File: config.mk
export PLATFORM = sky130hd
export DESIGN_NAME = parking_scan_ctrl
export DESIGN_NICKNAME = d
export VERILOG_FILES = /design/src/rtl/parking_pkg.sv /design/src/rtl/echo_sync.sv /design/src/rtl/parking_scan_ctrl.sv
export SDC_FILE = /design/constraint.sdc
export NUM_CORES = 1
export LEC_CHECK = 0
export CAP_MARGIN = 15
export CORE_UTILIZATION = 60
export DETAILED_ROUTE_END_ITERATION = 6
export DONT_BUFFER_PORTS = 1
export GPL_ROUTABILITY_DRIVEN = 0
export PLACE_DENSITY = 0.77
export SLEW_MARGIN = 20
export SYNTH_ARGS = -nofsm -noshare
export SYNTH_HDL_FRONTEND = slang
export SYNTH_HIERARCHICAL = 1
export SYNTH_SLANG_ARGS = --single-unit
File: constraint.sdc
create_clock -name clk -period 2.5 [get_ports clk]
set_input_delay 0.25 -clock clk [delete_from_list [all_inputs] [get_ports clk]]
set_output_delay 0.25 -clock clk [all_outputs]
set_load 0.01 [all_outputs]
File: src/rtl/parking_pkg.sv
// Shared definitions for the parking-spot sensing blocks.
// Holds the scan FSM state encoding, the raw distance width and the
// default timing/threshold constants. The display and gate blocks use
// the same constants so they agree on what "occupied" means.
package parking_pkg;

  // Raw echo count width produced by the ranging engine
  localparam int DIST_W = 22;

  // About 100 cm at 100 MHz; below this a spot is occupied
  localparam logic [DIST_W-1:0] OCC_THRESH_DEFAULT = 22'd580_000;
  // About 10 cm release band above the occupy threshold
  localparam logic [DIST_W-1:0] HYST_DEFAULT       = 22'd58_000;
  // 60 ms ring-down between pings at 100 MHz
  localparam int GUARD_CYC_DEFAULT   = 6_000_000;
  // 30 ms worst case from measure pulse to engine ready
  localparam int TIMEOUT_CYC_DEFAULT = 3_000_000;

  typedef enum logic [2:0] {
    ST_IDLE,
    ST_START,
    ST_ARMED,
    ST_RUN,
    ST_EVAL,
    ST_FAULT,
    ST_GUARD
  } scan_state_t;

endpackage

File: src/rtl/echo_sync.sv
// Two-flop synchroniser for asynchronous sensor echo pins.
// Ports:
//   clk   - destination clock
//   rst_n - asynchronous active-low reset, clears both stages to 0
//   d     - asynchronous input bits
//   q     - synchronised output bits (two clocks of latency)
module echo_sync #(
  parameter int W = 1
) (
  input  logic         clk,
  input  logic         rst_n,
  input  logic [W-1:0] d,
  output logic [W-1:0] q
);

  logic [W-1:0] meta_p0;

  always_ff @(posedge clk or negedge rst_n) begin
    if (!rst_n) begin
      meta_p0 <= '0;
      q       <= '0;
    end else begin
      // stage 0: capture, may go metastable
      meta_p0 <= d;
      // stage 1: resolved copy
      q       <= meta_p0;
    end
  end

endmodule

File: src/rtl/parking_scan_ctrl.sv
// Round-robin scan controller sharing one ultrasonic ranging engine
// across N_SPOTS HC-SR04 sensors. Sequences trigger, echo capture,
// timeout recovery and guard time, and turns each raw echo count into
// a per-spot occupied bit with hysteresis plus a free-spot count.
// Ports:
//   clk, rst_n       - 100 MHz clock, asynchronous active-low reset
//   en               - scanning enable (checked between measurements)
//   echo_in          - raw asynchronous echo pins, one per spot
//   trig_out         - trigger pins; only the scheduled spot follows eng_trig
//   eng_measure      - one-cycle start pulse to the engine
//   eng_ready        - engine idle flag
//   eng_dist         - engine raw echo count
//   eng_trig         - engine trigger output
//   eng_echo         - synchronised echo of the scheduled spot to the engine
//   eng_rst          - one-cycle engine reset pulse after a timeout
//   cur_spot         - spot currently scheduled
//   occupied, fault  - per-spot occupancy and sticky timeout flags
//   free_count       - N_SPOTS minus number of occupied spots
//   scan_done        - one-cycle pulse when the sweep wraps to spot 0
module parking_scan_ctrl
  import parking_pkg::*;
#(
  parameter int                N_SPOTS     = 4,
  parameter int                SPOT_W      = 2,
  parameter int                GUARD_CYC   = GUARD_CYC_DEFAULT,
  parameter int                TIMEOUT_CYC = TIMEOUT_CYC_DEFAULT,
  parameter logic [DIST_W-1:0] OCC_THRESH  = OCC_THRESH_DEFAULT,
  parameter logic [DIST_W-1:0] HYST        = HYST_DEFAULT
) (
  input  logic               clk,
  input  logic               rst_n,
  input  logic               en,
  input  logic [N_SPOTS-1:0] echo_in,
  output logic [N_SPOTS-1:0] trig_out,
  output logic               eng_measure,
  input  logic               eng_ready,
  input  logic [DIST_W-1:0]  eng_dist,
  input  logic               eng_trig,
  output logic               eng_echo,
  output logic               eng_rst,
  output logic [SPOT_W-1:0]  cur_spot,
  output logic [N_SPOTS-1:0] occupied,
  output logic [N_SPOTS-1:0] fault,
  output logic [SPOT_W:0]    free_count,
  output logic               scan_done
);

  localparam int TMR_W = $clog2(TIMEOUT_CYC + 1);
  localparam int GRD_W = $clog2(GUARD_CYC + 1);
  localparam int CNT_W = SPOT_W + 1;

  localparam logic [TMR_W-1:0]  TMR_LAST  = TMR_W'(TIMEOUT_CYC - 1);
  localparam logic [GRD_W-1:0]  GRD_LAST  = GRD_W'(GUARD_CYC - 1);
  localparam logic [SPOT_W-1:0] LAST_SPOT = SPOT_W'(N_SPOTS - 1);

  // Compare in DIST_W+1 bits so threshold + hysteresis cannot wrap
  localparam logic [DIST_W:0] THRESH_X  = {1'b0, OCC_THRESH};
  localparam logic [DIST_W:0] RELEASE_X = {1'b0, OCC_THRESH} + {1'b0, HYST};

  scan_state_t        state;
  logic [TMR_W-1:0]   timer;
  logic [GRD_W-1:0]   guard_cnt;
  logic [N_SPOTS-1:0] echo_s;
  logic [DIST_W:0]    dist_x;
  logic [CNT_W-1:0]   occ_cnt;

  echo_sync #(
    .W (N_SPOTS)
  ) u_echo_sync (
    .clk   (clk),
    .rst_n (rst_n),
    .d     (echo_in),
    .q     (echo_s)
  );

  assign dist_x = {1'b0, eng_dist};

  // Only the scheduled sensor sees the engine trigger
  always_comb begin
    trig_out           = '0;
    trig_out[cur_spot] = eng_trig;
  end

  // Echo is gated so stray ring-down never reaches an idle engine
  always_comb begin
    eng_echo = 1'b0;
    if (state == ST_ARMED || state == ST_RUN) begin
      eng_echo = echo_s[cur_spot];
    end
  end

  always_comb begin
    occ_cnt = '0;
    for (int i = 0; i < N_SPOTS; i++) begin
      occ_cnt = occ_cnt + CNT_W'(occupied[i]);
    end
  end

  always_ff @(posedge clk or negedge rst_n) begin
    if (!rst_n) begin
      free_count <= CNT_W'(N_SPOTS);
    end else begin
      free_count <= CNT_W'(N_SPOTS) - occ_cnt;
    end
  end

  always_ff @(posedge clk or negedge rst_n) begin
    if (!rst_n) begin
      state       <= ST_IDLE;
      timer       <= '0;
      guard_cnt   <= '0;
      cur_spot    <= '0;
      occupied    <= '0;
      fault       <= '0;
      eng_measure <= 1'b0;
      eng_rst     <= 1'b0;
      scan_done   <= 1'b0;
    end else begin
      eng_measure <= 1'b0;
      eng_rst     <= 1'b0;
      scan_done   <= 1'b0;
      unique case (state)
        ST_IDLE: begin
          if (en && eng_ready) begin
            state       <= ST_START;
            eng_measure <= 1'b1;
          end
        end
        ST_START: begin
          timer <= '0;
          state <= ST_ARMED;
        end
        ST_ARMED, ST_RUN: begin
          // Timeout wins over a same-cycle ready edge
          if (timer == TMR_LAST) begin
            state   <= ST_FAULT;
            eng_rst <= 1'b1;
          end else begin
            timer <= timer + 1'b1;
            if (state == ST_ARMED && !eng_ready) begin
              state <= ST_RUN;
            end else if (state == ST_RUN && eng_ready) begin
              state <= ST_EVAL;
            end
          end
        end
        ST_EVAL: begin
          // Between THRESH and THRESH+HYST the previous decision holds
          if (dist_x < THRESH_X) begin
            occupied[cur_spot] <= 1'b1;
          end else if (dist_x > RELEASE_X) begin
            occupied[cur_spot] <= 1'b0;
          end
          fault[cur_spot] <= 1'b0;
          guard_cnt       <= '0;
          state           <= ST_GUARD;
        end
        ST_FAULT: begin
          fault[cur_spot] <= 1'b1;
          guard_cnt       <= '0;
          state           <= ST_GUARD;
        end
        ST_GUARD: begin
          if (guard_cnt == GRD_LAST) begin
            if (cur_spot == LAST_SPOT) begin
              cur_spot  <= '0;
              scan_done <= 1'b1;
            end else begin
              cur_spot <= cur_spot + 1'b1;
            end
            // en is only honoured here, so a started measurement always completes
            if (en) begin
              state       <= ST_START;
              eng_measure <= 1'b1;
            end else begin
              state <= ST_IDLE;
            end
          end else begin
            guard_cnt <= guard_cnt + 1'b1;
          end
        end
        default: state <= ST_IDLE;
      endcase
    end
  end

endmodule

==> run_results.csv <==
group,metric,value,unit
synth,ys_types,56,
cells_and_area,area_growth,10.4,%
cts,cts_tree,"done",
critical_path,r2r_cells,5,
min_path,whs_endpoint,"eng_measure",
die,rows,28,
place,dp_hpwl,5600,µm
synth,synthTopCellsByArea,"dfrtp_1, nand3_1, nand2_1, nor2_1, mux2_2",
pwr,seqPwrFrac,0.451,
cells_and_area,antenna_cells,0,
synth,synth_common_cells,"dfrtp_1, nand2_1, nor2_1",
synth,yosysTopAreaCell,"dfrtp_1",
synth,synth_warnings,6,
die,die_y,81.5,µm
critical_path,cp.required,2.77,ns
synth,seq_area_frac_synth,0.476,
routing,wl_per_cell,17.1,µm
pwr,power_frac_clock,0.314,
routing,remaining_drc_errors,0,
sta,finalSetupTns,0,ns
synth,synth_nets,430,
global_route,antenna_found_initial,0,
global_route,grt_usage,0.276,
global_route,grt_max_degree,73,
pwr,p_int,2150,µW
critical_path,critical_path_class,"reg2reg",
cts,cts_max_level,3,
min_path,hp-class,"in2reg",
global_route,grt_pass1_vias,2923,
synth,synthCells,390,
min_path,holdPathStages,2,
routing,drt_iter0_markers,210,
critical_path,path_cells,"nand3_2 -> or3_4 -> or3_1 -> or3_1 -> a21oi_1",
synth,yosys_most_used_dff,"dfrtp_1",
cells_and_area,nFillCells,460,
synth,async_flop_share,1.00,
cts,path_clk_slew,0.08,ns
routing,vias_per_cell,6.47,
min_path,hp-start,"en",
critical_path,cp_slowest_cell,"dfrtp_1",
cts,cts_resized,0,
cts,clock-root-buffer,"clkbuf_8",
die,core,5990,µm²
cells_and_area,drive_gt1_frac,0.111,
global_route,grt_overflow,0,
die,chipWidth,81.5,µm
pwr,comb_power_share,0.235,
cts,clkLatencyLatePin,0.35,ns
sta,worst_pin_slew,0.735,ns
critical_path,rr_endpoint,"guard_cnt[20]",
routing,antenna_left,0,
cts,postCtsSetupBuffers,0,
cts,cts_max_path_buffers,2,
critical_path,crit_path_end_kind,"register",
die,io_pins,52,
synth,synth_top_cell_area_share,0.469,
synth,yosys_register_bits,72,
cts,clock_sinks,72,
sta,fmax,463,MHz
sta,rsz0062_at_grt,"false",
cts,cts_buffers,9,
cells_and_area,nNetsFinal,441,
global_route,grt_pass1_wl,13700,µm
sta,hold_viol,0,
die,dieArea,6640,µm²
sta,maxSlewViolCount,0,
sta,fin_hold_ws,0.0487,ns
critical_path,r2r-start,"guard_cnt[7]",
sta,timing.final.crit_share,0.864,
pwr,swShare,0.328,
sta,slew-limit-headroom,0.510,
synth,syn_area_per_cell,9.71,µm²
pwr,vdd_ir_drop_max,0.599,mV
pwr,p_sw,1050,µW
outcome,status,"complete, no violations",
synth,synth-edff-count,0,
critical_path,cp-start-kind,"register",
critical_path,crit_top_cell,"or3_1",
sta,fin_crit,2.16,ns
sta,setup_violations,0,
sta,fin_worst_skew,0.00684,ns
cells_and_area,instances_no_fill,481,
synth,synth_area,3790,µm²
critical_path,critPathArrivalTime,2.43,ns
routing,wl,8220,µm
routing,num_vias,3110,
critical_path,reg2reg_slack,0.34,ns
routing,drtPass1Iterations,5,
critical_path,crit_path_max_fanout,8,
die,start_util,0.632,
place,dp.cells,459,
pwr,p_leak,0.00175,µW
critical_path,max_stage_delay,0.49,ns
synth,yosysMostFrequentCell,"dfrtp_1",
pwr,p_per_area,766,nW/µm²
place,io_buffer_count,0,
flow_run,drv_cap,0,
[layout make-up]
cell class / count / area [µm²] / area share
Clock buffer: 10 / 138 / 0.0329
Clock inverter: 6 / 82.6 / 0.0197
Inverter: 11 / 41.3 / 0.00987
Multi-Input combinational cell: 293 / 1890 / 0.451
Sequential cell: 72 / 1800 / 0.431
Tap cell: 75 / 93.8 / 0.0224
Timing Repair Buffer: 14 / 138 / 0.0329
[critical path: cells and delay by family, from the launching register on]
kind / cells / cell delay (ns)
flops: 1 / 0.49
simple gates: 4 / 1.46
compound gates: 1 / 0.14
[cell usage in the layout (no fill, tap or decap), drive strengths merged, types with 8 or more instances in the layout]
master   n
a21oi   14
buf      9
clkbuf  10
dfrtp   71
ha       8
inv     11
mux2    10
nand2   36
nand3   31
nand4   17
nor2    32
nor3     9
nor4     8
o21ai   12
or3     10
xnor2   10
[layer usage]
layer  track usage  routed length [µm]  vias up
li1              -                   -     1451
met1         0.356                3630     1519
met2         0.446                3940      111
met3        0.0556                 419       29
met4         0.130                 235        0
met5             0                   0        -
[what timing repair did]
action,in CTS,in global routing
hold endpoints to repair,76,0
hold buffers,6,0
setup endpoints to repair,0,0
[power groups by stage]
stage	sequential (µW)	clock, µW	combinational (µW)
after floorplan	1390	0	545
after global placement	1460	0	688
after detailed placement	1460	0	710
after CTS	1440	1030	748
after global routing	1460	1070	832
final	1450	1010	754
[worst max path at each step]
stage                          to    startpoint  cells after the start
floorplan             cur_spot[1]  guard_cnt[0]                      7
global placement    guard_cnt[20]  guard_cnt[7]                      5
detailed placement  guard_cnt[20]  guard_cnt[7]                      5
CTS                 guard_cnt[20]  guard_cnt[7]                      5
global route             timer[0]      timer[0]                      6
finish              guard_cnt[20]  guard_cnt[7]                      5
[kinds of logic (layout without fill, tap and decap cells)]
group | after synthesis | after routing | share of synthesized area
buffers and inverters | 25 | 41 | 0.0264
XOR/XNOR | 17 | 17 | 0.0393
flip-flops | 72 | 72 | 0.476
adder cells (fa/ha/maj) | 9 | 9 | 0.0317
multiplexers | 15 | 15 | 0.0462
AO/OA/AOI/OAI | 66 | 66 | 0.118
AND/OR/NAND/NOR | 186 | 186 | 0.263
[through the flow]
stage	setup WS, ns	power [µW]	util	cell area [µm²]
2_1_floorplan	0.473	1930	-	3790
3_3_place_gp	0.466	2150	0.648	3880
3_5_place_dp	0.409	2170	0.648	3880
4_1_cts	0.369	3220	0.698	4180
5_1_grt	0.220	3370	0.698	4180
6_report	0.339	3200	0.698	4180
No activity file was read; power rests on OpenSTA's default activity.
